$ cat config.mk
export PLATFORM = sky130hd
export DESIGN_NAME = universal_shift_register
export DESIGN_NICKNAME = d
export VERILOG_FILES = /design/src/rtl/universal_shift_register.sv
export SDC_FILE = /design/constraint.sdc
export NUM_CORES = 1
export LEC_CHECK = 0
export CAP_MARGIN = 15
export CORE_MARGIN = 2
export CORE_UTILIZATION = 40
export DETAILED_ROUTE_END_ITERATION = 8
export PLACE_DENSITY = 0.74
export SKIP_LAST_GASP = 1
export SLEW_MARGIN = 0
export SYNTH_ARGS = -nofsm -noshare
export SYNTH_HDL_FRONTEND = slang
export SYNTH_SLANG_ARGS = --single-unit
$ cat constraint.sdc
create_clock -name clk -period 1 [get_ports clk]
set_input_delay 0.2 -clock clk [delete_from_list [all_inputs] [get_ports clk]]
set_output_delay 0.2 -clock clk [all_outputs]
set_load 0.01 [all_outputs]
$ cat src/rtl/universal_shift_register.sv
// Universal shift register: shift/rotate/ASR/load/clear with a per-word shift
// counter and a one-cycle word_done pulse after every WIDTH-th shift op.
module universal_shift_register #(
  parameter int unsigned WIDTH = 8,
  parameter int unsigned CW    = $clog2(WIDTH)
) (
  input  logic             clk,
  input  logic             reset,
  input  logic             en,
  input  logic [2:0]       mode,
  input  logic             serial_in,
  input  logic [WIDTH-1:0] parallel_in,
  output logic [WIDTH-1:0] parallel_out,
  output logic             serial_out,
  output logic [CW-1:0]    shift_count,
  output logic             word_done
);

  typedef enum logic [2:0] {
    MODE_HOLD  = 3'b000,
    MODE_SHR   = 3'b001,
    MODE_SHL   = 3'b010,
    MODE_ROR   = 3'b011,
    MODE_ROL   = 3'b100,
    MODE_LOAD  = 3'b101,
    MODE_ASR   = 3'b110,
    MODE_CLEAR = 3'b111
  } mode_e;

  localparam logic [CW-1:0] CNT_LAST = CW'(WIDTH - 1);

  logic [WIDTH-1:0] q, q_nxt;
  logic             so_q, so_nxt;
  logic [CW-1:0]    cnt_q, cnt_nxt;
  logic             done_q, done_nxt;
  logic             shift_op;

  // Next-state decode; anything not selected below holds.
  always_comb begin
    q_nxt    = q;
    so_nxt   = so_q;
    cnt_nxt  = cnt_q;
    done_nxt = 1'b0;
    shift_op = 1'b0;

    if (en) begin
      case (mode_e'(mode))
        MODE_HOLD: ;
        MODE_SHR: begin
          q_nxt    = {serial_in, q[WIDTH-1:1]};
          so_nxt   = q[0];
          shift_op = 1'b1;
        end
        MODE_SHL: begin
          q_nxt    = {q[WIDTH-2:0], serial_in};
          so_nxt   = q[WIDTH-1];
          shift_op = 1'b1;
        end
        MODE_ROR: begin
          q_nxt    = {q[0], q[WIDTH-1:1]};
          so_nxt   = q[0];
          shift_op = 1'b1;
        end
        MODE_ROL: begin
          q_nxt    = {q[WIDTH-2:0], q[WIDTH-1]};
          so_nxt   = q[WIDTH-1];
          shift_op = 1'b1;
        end
        MODE_ASR: begin
          q_nxt    = {q[WIDTH-1], q[WIDTH-1:1]};
          so_nxt   = q[0];
          shift_op = 1'b1;
        end
        MODE_LOAD: begin
          q_nxt   = parallel_in;
          cnt_nxt = '0;
        end
        MODE_CLEAR: begin
          q_nxt   = '0;
          so_nxt  = 1'b0;
          cnt_nxt = '0;
        end
      endcase
    end

    // Every shift op counts regardless of direction; the WIDTH-th one closes the word.
    if (shift_op) begin
      if (cnt_q == CNT_LAST) begin
        cnt_nxt  = '0;
        done_nxt = 1'b1;
      end else begin
        cnt_nxt = cnt_q + CW'(1);
      end
    end
  end

  always_ff @(posedge clk or negedge reset) begin
    if (!reset) begin
      q      <= '0;
      so_q   <= 1'b0;
      cnt_q  <= '0;
      done_q <= 1'b0;
    end else begin
      q      <= q_nxt;
      so_q   <= so_nxt;
      cnt_q  <= cnt_nxt;
      done_q <= done_nxt;
    end
  end

  assign parallel_out = q;
  assign serial_out   = so_q;
  assign shift_count  = cnt_q;
  assign word_done    = done_q;

endmodule

==> flow_results.xml <==
<?xml version="1.0" encoding="UTF-8"?>
<metrics>
  <group name="sta">
    <metric name="hold_viol" unit="">0</metric>
    <metric name="achievable-frequency" unit="MHz">814</metric>
    <metric name="final-max-slew-violation-count" unit="">0</metric>
    <metric name="final_period_minus_worst_setup_slack" unit="ns">1.23</metric>
    <metric name="grt_setup_unrepaired" unit="">true</metric>
    <metric name="worst_slew_pin_slew" unit="ns">0.239</metric>
    <metric name="finalWorstSetupSlack" unit="ns">-0.229</metric>
    <metric name="final.setup_skew" unit="ns">0.00477</metric>
    <metric name="finish_stage_setup_viols" unit="">24</metric>
    <metric name="slew-limit-headroom" unit="">0.840</metric>
    <metric name="min_period_over_period" unit="">1.23</metric>
    <metric name="final.hold.worst_slack" unit="ns">0.209</metric>
  </group>
  <group name="global_route">
    <metric name="first_global_vias" unit="">1012</metric>
    <metric name="grt_max_degree" unit="">14</metric>
    <metric name="globalRouteTotalUtil" unit="">0.250</metric>
    <metric name="grt_first_pass_wirelength" unit="µm">4770</metric>
    <metric name="grt-ovfl-total" unit="">0</metric>
    <metric name="grt_antenna_before_repair" unit="">0</metric>
  </group>
  <group name="clocking">
    <metric name="cts_root_buf" unit="">sky130_fd_sc_hd__clkbuf_4</metric>
    <metric name="clock_latency_on_the_worst_skew_pair" unit="ns">0.29</metric>
    <metric name="clk_sinks" unit="">13</metric>
    <metric name="max-clock-path-buffers" unit="">2</metric>
    <metric name="cts_max_level" unit="">1</metric>
    <metric name="path_clk_slew" unit="ns">0.09</metric>
    <metric name="tritoncts_clock_tree" unit="">yes</metric>
    <metric name="tritoncts.num_buffers" unit="">3</metric>
  </group>
  <group name="power">
    <metric name="internal-power" unit="mW">1.45</metric>
    <metric name="pwr-share-seq" unit="">0.321</metric>
    <metric name="leakage" unit="nW">0.709</metric>
    <metric name="swShare" unit="">0.369</metric>
    <metric name="pwr_cell_area" unit="mW/mm²">1490</metric>
    <metric name="switching_power" unit="mW">0.850</metric>
    <metric name="combinational_share_of_power" unit="">0.524</metric>
    <metric name="vdd_drop_max" unit="mV">1.02</metric>
    <metric name="share_clk_of_total_power" unit="">0.155</metric>
  </group>
  <group name="yosys">
    <metric name="synth_ff_type" unit="">sky130_fd_sc_hd__dfrtp_1</metric>
    <metric name="number_of_flops_mapped_to_enable_cells_by_yosys" unit="">0</metric>
    <metric name="cell_type_with_the_largest_total_area_after_synthesis" unit="">sky130_fd_sc_hd__dfrtp_1</metric>
    <metric name="syn-num-nets" unit="">117</metric>
    <metric name="synth_top_area_share" unit="">0.377</metric>
    <metric name="postSynthRegisterBits" unit="">13</metric>
    <metric name="syn_inst" unit="">100</metric>
    <metric name="postSynth.asyncResetShare" unit="">1.00</metric>
    <metric name="syn_area" unit="µm²">863</metric>
    <metric name="synth_sequential_area_ratio" unit="">0.377</metric>
    <metric name="yosys_warnings" unit="">0</metric>
    <metric name="unique_cell_type_count_in_the_yosys_netlist" unit="">37</metric>
    <metric name="synth.avg_cell_area" unit="µm²">8.63</metric>
    <metric name="synth.top_cells.by_area" unit="">sky130_fd_sc_hd__dfrtp_1 (38%), sky130_fd_sc_hd__nand2_1 (9.1%), sky130_fd_sc_hd__mux2i_1 (5.8%), sky130_fd_sc_hd__o211ai_1 (5.2%), sky130_fd_sc_hd__a31oi_1 (5.1%)</metric>
  </group>
  <group name="layout">
    <metric name="num_antenna_cells" unit="">0</metric>
    <metric name="layout-area-overhead-vs-synth" unit="%">78.8</metric>
    <metric name="fin_util" unit="">0.771</metric>
    <metric name="area_of_all_sequential_standard_cells" unit="µm²">327</metric>
    <metric name="nNetsFinal" unit="">178</metric>
    <metric name="final_layout_size_suffix_gt1_frac" unit="">0.469</metric>
    <metric name="multi_input_comb_area" unit="µm²">611</metric>
    <metric name="final_cell_area" unit="mm²">0.00154</metric>
    <metric name="n_fill_cell" unit="">121</metric>
  </group>
  <group name="setup_path">
    <metric name="required" unit="ns">1.21</metric>
    <metric name="timing.setup.critical_path_class" unit="">reg2reg</metric>
    <metric name="worst_r2r_path_depth" unit="">5</metric>
    <metric name="timing.critical_path.fanout_max" unit="">5</metric>
    <metric name="worst-endpoint-arrival" unit="ns">1.44</metric>
    <metric name="critPathLaunchType" unit="">flip-flop</metric>
    <metric name="r2r_end" unit="">parallel_out[0]</metric>
    <metric name="r2r-start" unit="">parallel_out[7]</metric>
    <metric name="r2r_slack" unit="ns">-0.23</metric>
    <metric name="crit_end_category" unit="">flip-flop</metric>
  </group>
  <group name="die">
    <metric name="rows" unit="">16</metric>
    <metric name="floorplan.die_area" unit="mm²">0.00255</metric>
    <metric name="fp.dieW" unit="µm">50.5</metric>
    <metric name="fp.dieH" unit="µm">50.5</metric>
    <metric name="top_level_ports" unit="">28</metric>
    <metric name="start_util" unit="">0.431</metric>
    <metric name="core_area" unit="mm²">0.00200</metric>
  </group>
  <group name="placement">
    <metric name="gpl.final_weighted_congestion" unit="">0.825</metric>
    <metric name="numPortBuffers" unit="">27</metric>
    <metric name="placed_area" unit="mm²">0.00132</metric>
    <metric name="place.detailed.hpwl" unit="µm">1820</metric>
  </group>
  <group name="routing">
    <metric name="drt_wl_total" unit="µm">3240</metric>
    <metric name="drc" unit="">0</metric>
    <metric name="drtPass1Iterations" unit="">5</metric>
    <metric name="wl_per_cell" unit="µm">17.3</metric>
    <metric name="vias" unit="">1087</metric>
    <metric name="postRouteAntennaNets" unit="">0</metric>
    <metric name="first_iter_violations" unit="">23</metric>
    <metric name="post_drt_via_cell_ratio" unit="">5.81</metric>
  </group>
  <group name="run_status">
    <metric name="failing_checks" unit="">setup timing</metric>
    <metric name="run_status" unit="">finished, violations left</metric>
  </group>
  <group name="job">
    <metric name="drv.max_cap_violation_count" unit="">0</metric>
  </group>
  <group name="min_path">
    <metric name="worstHoldPathType" unit="">in2async</metric>
  </group>
</metrics>
## registers in the layout, summed over array words and instances, names as in the netlist
signal and flops:
parallel_out 8, shift_count 3, serial_out 1, word_done 1
## worst max path at each step
| stage | startpoint | to | cells past startpoint |
|---|---|---|---|
| finish | parallel_out[7] | parallel_out[0] | 5 |
| global route | parallel_out[7] | parallel_out[0] | 5 |
| CTS | parallel_out[7] | serial_out | 4 |
| detailed placement | mode[2] | parallel_out[7] | 6 |
| global placement | mode[2] | serial_out | 5 |
| floorplan | mode[2] | parallel_out[1] | 6 |
## Yosys cell counts, drive strengths merged (2+ instances only)
library cell / count
mux2i: 5
a31oi: 7
nor2b: 2
nand3: 2
nor2: 7
dfrtp: 13
a21oi: 2
inv: 3
nand2b: 2
ha: 2
a32oi: 2
o211ai: 6
nand2: 21
buf: 6
o21ai: 4
## repair_timing
item,in CTS,in global routing
hold buffers,0,0
endpoints found under the setup margin,26,26
gates resized for setup,80,9
pin swaps,24,19
setup buffers,10,3
## layer usage
metal  vias to the layer above  share of wire  track usage
li1                        481              -            -
met1                       517           0.38        0.285
met2                        75           0.52        0.434
met3                        14          0.066       0.0625
met4                         0          0.033        0.122
met5                         -              0            0
## power by group through the flow
stage	registers, mW	clock network [mW]	logic (mW)
floorplan	0.825	0	0.374
global placement	0.736	0	0.966
detailed placement	0.745	0	0.985
CTS	0.737	0.335	1.10
global route	0.753	0.402	1.29
finish	0.740	0.357	1.21
## critical path, stage by stage, from the launching register on
cell and delay, ns:
sky130_fd_sc_hd__dfrtp_2 0.43, sky130_fd_sc_hd__buf_4 0.13, sky130_fd_sc_hd__inv_2 0.04, sky130_fd_sc_hd__a221oi_2 0.28
sky130_fd_sc_hd__a21oi_1 0.09, sky130_fd_sc_hd__a32oi_1 0.20
## logic make-up after synthesis
family          count (synthesis)  share of synthesized area
fa+ha+maj                       2                     0.0290
compound gates                 28                      0.228
mux                             6                     0.0710
buf+inv                        10                     0.0710
flops                          13                      0.377
xor+xnor                        2                     0.0203
simple gates                   39                      0.204
## per-stage QoR
stage	setup slack [ns]	cells	setup TNS (ns)	power, mW
2_1_floorplan	-0.138	100	-1.42	1.20
3_5_place_dp	-0.657	170	-8.83	1.73
6_report	-0.229	187	-1.83	2.30
4_1_cts	-0.176	184	-1.25	2.17
3_3_place_gp	-0.606	170	-8.45	1.70
5_1_grt	-0.247	187	-2.83	2.44
## layout by cell type, fill, tap and decap left out, types with 3 or more instances in the layout
| master | instances |
|---|---|
| sky130_fd_sc_hd__mux2i_1 | 5 |
| sky130_fd_sc_hd__clkbuf_4 | 3 |
| sky130_fd_sc_hd__nor2_1 | 6 |
| sky130_fd_sc_hd__buf_2 | 11 |
| sky130_fd_sc_hd__buf_4 | 23 |
| sky130_fd_sc_hd__nand2_1 | 20 |
| sky130_fd_sc_hd__a31oi_1 | 7 |
| sky130_fd_sc_hd__buf_6 | 12 |
| sky130_fd_sc_hd__o21ai_1 | 3 |
| sky130_fd_sc_hd__o211ai_1 | 6 |
| sky130_fd_sc_hd__clkdlybuf4s50_1 | 10 |
| sky130_fd_sc_hd__dfrtp_1 | 12 |
## layout make-up
class / count / area share
Multi-Input combinational cell: 77 / 0.395
Timing Repair Buffer: 63 / 0.347
Sequential cell: 13 / 0.212
Inverter: 3 / 0.00729
Tap cell: 27 / 0.0219
Clock buffer: 4 / 0.0170
Power figures use the tool's default switching activity.
